[config.mk]
export PLATFORM = sky130hd
export DESIGN_NAME = div_seq_32
export DESIGN_NICKNAME = d
export VERILOG_FILES = /design/src/rtl/div_seq_32.sv
export SDC_FILE = /design/constraint.sdc
export NUM_CORES = 1
export LEC_CHECK = 0
export BUFFER_PORTS_ARGS = -buffer_cell sky130_fd_sc_hd__buf_4
export CAP_MARGIN = 10
export CORE_MARGIN = 4
export CORE_UTILIZATION = 63
export CTS_BUF_LIST = sky130_fd_sc_hd__clkbuf_4 sky130_fd_sc_hd__clkbuf_8
export CTS_CLUSTER_DIAMETER = 100
export DETAILED_ROUTE_END_ITERATION = 8
export GPL_ROUTABILITY_DRIVEN = 0
export PLACE_DENSITY = 0.88
export SETUP_SLACK_MARGIN = 0.2
export SLEW_MARGIN = 25
export SYNTH_ARGS = -nofsm -noshare
export SYNTH_HDL_FRONTEND = slang
export SYNTH_SLANG_ARGS = --single-unit
[constraint.sdc]
create_clock -name clk -period 5 [get_ports clk]
set_clock_uncertainty 0.15 [all_clocks]
set_input_delay 0.25 -clock clk [delete_from_list [all_inputs] [get_ports clk]]
set_output_delay 0.25 -clock clk [all_outputs]
set_load 0.05 [all_outputs]
[src/rtl/div_seq_32.sv]
// Iterative unsigned restoring divider: one quotient bit per clock.
// A start/busy/done handshake launches one divide and returns the quotient and remainder.
module div_seq_32 #(
    parameter int unsigned WIDTH = 32
) (
    input  logic             clk,
    input  logic             rst_n,
    input  logic             start,
    input  logic [WIDTH-1:0] X,
    input  logic [WIDTH-1:0] Y,
    output logic             busy,
    output logic             done,
    output logic [WIDTH-1:0] Q,
    output logic [WIDTH-1:0] R,
    output logic             div_zero
);

    localparam int unsigned CNT_W = $clog2(WIDTH + 1);

    typedef enum logic [1:0] {
        IDLE = 2'd0,
        RUN  = 2'd1,
        FIN  = 2'd2
    } state_t;

    state_t           state;
    logic [WIDTH-1:0] rem;
    logic [WIDTH-1:0] quo;
    logic [WIDTH-1:0] dvs;
    logic [CNT_W-1:0] cnt;

    logic             sh_top;
    logic             borrow;
    logic             fits;
    logic [WIDTH-1:0] sh_low;
    logic [WIDTH-1:0] diff;
    logic [WIDTH-1:0] rem_nx;
    logic [WIDTH-1:0] quo_nx;

    // Trial subtract of the shifted remainder. The bit shifted out of rem acts as
    // the top bit of the WIDTH+1-bit partial remainder: when set, the trial always fits.
    always_comb begin
        sh_top          = rem[WIDTH-1];
        sh_low          = {rem[WIDTH-2:0], quo[WIDTH-1]};
        {borrow, diff}  = {1'b0, sh_low} - {1'b0, dvs};
        fits            = sh_top | ~borrow;
        rem_nx          = fits ? diff : sh_low;
        quo_nx          = {quo[WIDTH-2:0], fits};
    end

    always_ff @(posedge clk) begin
        if (!rst_n) begin
            state    <= IDLE;
            busy     <= 1'b0;
            done     <= 1'b0;
            div_zero <= 1'b0;
            Q        <= '0;
            R        <= '0;
            cnt      <= '0;
            rem      <= '0;
            quo      <= '0;
            dvs      <= '0;
        end else begin
            case (state)
                IDLE: begin
                    done <= 1'b0;
                    if (start) begin
                        busy <= 1'b1;
                        if (Y != '0) begin
                            quo   <= X;
                            dvs   <= Y;
                            rem   <= '0;
                            cnt   <= CNT_W'(WIDTH);
                            state <= RUN;
                        end else begin
                            // Divide by zero skips the iterations entirely
                            Q        <= '1;
                            R        <= X;
                            div_zero <= 1'b1;
                            done     <= 1'b1;
                            state    <= FIN;
                        end
                    end
                end
                RUN: begin
                    rem <= rem_nx;
                    quo <= quo_nx;
                    cnt <= cnt - CNT_W'(1);
                    if (cnt == CNT_W'(1)) begin
                        Q        <= quo_nx;
                        R        <= rem_nx;
                        div_zero <= 1'b0;
                        done     <= 1'b1;
                        state    <= FIN;
                    end
                end
                FIN: begin
                    done  <= 1'b0;
                    busy  <= 1'b0;
                    state <= IDLE;
                end
                default: begin
                    done  <= 1'b0;
                    busy  <= 1'b0;
                    state <= IDLE;
                end
            endcase
        end
    end

endmodule

## Word level (Yosys, flattened, before mapping)

Cells that the tools add are included.

- Bits in registers: 171
- Input bits: 67
- Output and inout bits: 67

- Add/sub/neg operators: 2
- Equal/unequal tests: 6
- Mux-type cells: 32
- Bitwise gates (word level): 3
- Reductions and logical operators: 8

Operators by type and width:

| cell | count |
|---|---|
| $mux 32 | 11 |
| $pmux 32 s2 | 4 |
| $sub 32x32->33 | 1 |
| $reduce_bool 32->1 | 1 |
| $mux 6 | 2 |
| $pmux 6 s2 | 1 |
| $ne 2x2->1 const B | 4 |
| $mux 1 | 7 |
| $eq 6x1->1 const B | 1 |
| $mux 2 | 3 |
| $pmux 1 s2 | 3 |
| $reduce_and 3->1 | 2 |
| $sub 6x1->6 const B | 1 |
| $pmux 2 s2 | 1 |
| $reduce_and 2->1 | 2 |
| $reduce_and 4->1 | 1 |
| $eq 2x1->1 const B | 1 |
| $logic_not 2->1 | 1 |
| $not 1->1 | 2 |
| $reduce_bool 2->1 | 1 |
| $or 1x1->1 | 1 |

## Logic depth before layout (Yosys ltp)

- Word-level depth: 6
- Depth in mapped cells: 13
- Depth with buffers taken out: 12

## Least setup slack after synthesis

OpenSTA, ideal clock, no wires.

- Path kind: flip-flop to flip-flop
- Start: register quo[31]
- End: register R[25]
- Arrival: 2.448 ns
- Data required time: 4.731 ns
- Slack: 2.284 ns
- Cell stages (with the launch flop): 14
- Cells stage by stage: dfxtp_1 -> inv_1 -> ha_1 -> fa_1 -> nand2b_1 -> a21oi_1 -> nor2_1 -> o21ai_2 -> a21oi_2 -> and2_1 -> buf_6 -> a22oi_1 -> o311ai_1 -> o221a_1

- Cells in the longest elaborated chain, start to end: 6

RTL lines:

| what | line | RTL |
|---|---|---|
| start, declared | 28 | `logic [WIDTH-1:0] quo;` |
| start signal, assigned | 87 | `quo <= quo_nx;` |
| $sub 32x32->33 (*) | 45 | `{borrow, diff} = {1'b0, sh_low} - {1'b0, dvs};` |
| $not 1->1 | 46 | `fits = sh_top \| ~borrow;` |
| $or 1x1->1 | 46 |  |
| $mux 32 (*) | 47 | `rem_nx = fits ? diff : sh_low;` |
| $mux 32 (*) | 89 | `if (cnt == CNT_W'(1)) begin` |
| $pmux 32 s2 (*) | 64 | `case (state)` |
| end signal, assigned | 91 | `R <= rem_nx;` |
| end, declared | 14 | `output logic [WIDTH-1:0] R,` |

Every way passes the cells marked *; elsewhere a longest branch is shown, timed or not. The select of a mux whose other input is x is not followed.
A chain may end at the register's enable or synchronous reset.

## Worst setup path in the final report

- Start: input port Y[7]
- End: register Q[1]

- Cells in the longest elaborated chain, start to end: 3

RTL lines:

| what | line | RTL |
|---|---|---|
| start, declared | 10 | `input logic [WIDTH-1:0] Y,` |
| $reduce_bool 32->1 | 69 | `if (Y != '0) begin` |
| $ne 2x2->1 (no line) | -- |  |
| $reduce_and 4->1 (no line) | -- |  |
| end signal, assigned | 90 | `Q <= quo_nx;` |
| end, declared | 13 | `output logic [WIDTH-1:0] Q,` |

Every way passes these cells.

==> out/results.ini <==
[hold_path]
holdCritStartpoint=start
worstHoldEndpoint=busy
holdCritPathClass=in2reg
min_path_cells=4

[timing]
report.final.hold_viol_count=0
tns_ns=0
finalSetupViolations=0
min_period_ns=3.60
max_slew.worst_pin.slew_ns=1.05
headroom_to_the_max_slew_limit=0.300
max_freq_ghz=0.278
post-route-period-util=0.720
holdWs_ns=0.0303
unrepaired_setup_endpoints_after_global_routing=false
drv_slew=0

[finish]
area_growth_syn_to_layout_pct=24.9
antenna_cells=0
most-common-layout-cells=sky130_fd_sc_hd__nand2_1 (197), sky130_fd_sc_hd__dfxtp_1 (171), sky130_fd_sc_hd__buf_4 (144)
layout-drive-gt1-share=0.152
layout.nets=1327
layout.core_utilization=0.812
layout_commonest_cell=sky130_fd_sc_hd__nand2_1

[detailed_routing]
post_dr_wirelength_cell_um=17.3
drt_first_iter_violations=1332
drt_first_pass_iters=6
post_route_antenna_net_violation_count=0
detail_route.drc_violations=0
wirelength_mm=24.3
vias_per_cell=6.11
num_vias=8603

[power_and_ir_drop]
powerDensity_mw_per_mm2=528
max-vdd-ir-drop_v=0.000307
power.static_leakage_nw=4.23

[synth]
number_of_flops_mapped_to_enable_cells_by_yosys=0
flops_latches_synth=171
synthesis.instances=1073
synth-main-ff-cell=sky130_fd_sc_hd__dfxtp_1
syn_area_sq_mm=0.00827
synthesis.nets=1175
async_flop_share=0
synth.avg_cell_area_sq_um=7.71
synth_cell_type_count=52
synth_sequential_area_ratio=0.414
ys.warnings.count=0

[cts]
cts.root.buffer_cell=sky130_fd_sc_hd__clkbuf_8
tritoncts_num_sinks=171
cts.repair_timing.setup_buffer_count=0
cts-htree-levels=4
clock_latency_ns=0.47
tritoncts=built
post_cts_resize_count=0
clk_transition_reported_paths_ns=0.09
cts_inserted_buffers=17
cts_buffer_depth=2

[setup_path]
criticalPathCategory=in2reg
setup.worst_path.end_class=flop
cp.required_ns=5.22
worstPathMaxFanout=50
worst-r2r-cell-count=12
arrival_ns=3.82
critical_path.reg2reg.endpoint=R[22]
worst_r2r_startpoint=quo[31]
reg2reg_slack_ns=1.73
worstSetupStartpointType=input pin

[global_route]
grt_usage=0.318
grt_max_degree=84
first_pass_grt_wire_length_mm=38.0
grt_pass1_vias=7685
global_route.overflow_total=0
grt_antenna_before_repair=0

[flow_run]
cap_violations=0

[floorplanning]
initial_util=0.650
fp.dieArea_sq_mm=0.0150
ioPinCount=134
num_rows=41
core-area_sq_mm=0.0127
die-height_um=123
die-width_um=123

[status]
status=completed

[placement]
buffer_ports.inserted=133
hpwlAfterDp_mm=15.9

[registers in the layout, summed over array words and instances, names as in the netlist, 2 cells and up]
name and flops:
R 32, dvs 32, rem 32, cnt 6, quo 32, state 2, Q 32
[timing repair]
item,in CTS,in global routing
endpoints found under the setup margin,0,0
endpoints found under the hold margin,92,0
hold buffers,64,0
[report_power, final]
part	switching, mW	internal [mW]	total, mW
Sequential	0.150	1.52	1.67
Combinational	1.69	1.07	2.76
Clock	0.525	0.500	1.03
Total	2.36	3.09	5.45
[kinds of logic (layout without fill, tap and decap cells)]
logic type,after synthesis,count (layout),synth area share
flip-flops,171,171,0.414
buffers and inverters,121,285,0.0594
AO/OA/AOI/OAI,302,302,0.227
AND/OR/NAND/NOR,415,415,0.215
XOR/XNOR,29,29,0.0307
adder cells (fa/ha/maj),35,35,0.0538
[synth_stat cells (all sizes together) (3+ instances only)]
master | count | area [sq um]
clkbuf | 55 | 209
dfxtp | 171 | 3420
a32oi | 3 | 26.3
nand3 | 4 | 20.0
nand4 | 9 | 56.3
a311oi | 32 | 280
and3 | 3 | 18.8
buf | 20 | 110
nor2b | 3 | 18.8
xor2 | 11 | 96.3
nor2 | 95 | 357
nor4 | 10 | 62.6
and2 | 8 | 50.1
nor3 | 70 | 350
a21oi | 102 | 514
nand2b | 8 | 50.1
o21a | 4 | 30.0
nand2 | 197 | 739
or3 | 4 | 25.0
o21ai | 59 | 299
ha | 34 | 425
xnor2 | 18 | 158
inv | 45 | 169
a21o | 13 | 97.6
a31oi | 39 | 244
a211oi | 6 | 45.0
a22oi | 26 | 195
[layout make-up]
class                           instances  area (sq um)
Fill cell                             840          2390
Timing Repair Buffer                  208          1720
Clock inverter                         13           168
Tap cell                              172           215
Multi-Input combinational cell        781          4390
Inverter                               46           175
Sequential cell                       171          3420
Clock buffer                           18           241
[metal layers]
layer  track usage  wire length, um  vias to the layer above
met1         0.446            10400                     3952
met4        0.0847              452                        0
met5             0                0                        -
li1              -                -                     4078
met2         0.501            11000                      517
met3        0.0659             2520                       56
[per-stage QoR]
step	setup WS [ns]	total power [mW]	area, sq um	instances
after floorplan	2.28	3.73	8270	1073
after global placement	1.69	4.24	9280	1314
after detailed placement	1.65	4.29	9280	1314
after CTS	1.55	5.35	10300	1409
after global routing	1.29	5.77	10300	1409
final	1.40	5.45	10300	1409
[critical path, cell delays in order]
cell and delay (ns):
sky130_fd_sc_hd__dlygate4sd3_1 0.53, sky130_fd_sc_hd__buf_4 0.14, sky130_fd_sc_hd__nor4_1 0.36, sky130_fd_sc_hd__nand4_1 0.38, sky130_fd_sc_hd__nor2_1 0.35, sky130_fd_sc_hd__a22oi_1 0.21, sky130_fd_sc_hd__nor2_4 0.83, sky130_fd_sc_hd__buf_4 0.39
sky130_fd_sc_hd__nor2_1 0.09, sky130_fd_sc_hd__nor3_1 0.27
[worst max path at each step]
stage / startpoint / to / slack [ns] / cells after the start
6_report: Y[7] / Q[1] / 1.40 / 10
5_1_grt: Y[8] / Q[1] / 1.29 / 10
4_1_cts: Y[7] / Q[5] / 1.55 / 10
3_3_place_gp: dvs[29] / R[25] / 1.69 / 10
3_5_place_dp: Y[7] / R[1] / 1.65 / 9
2_1_floorplan: quo[31] / R[25] / 2.28 / 13
No activity file was read; power rests on OpenSTA's default activity.
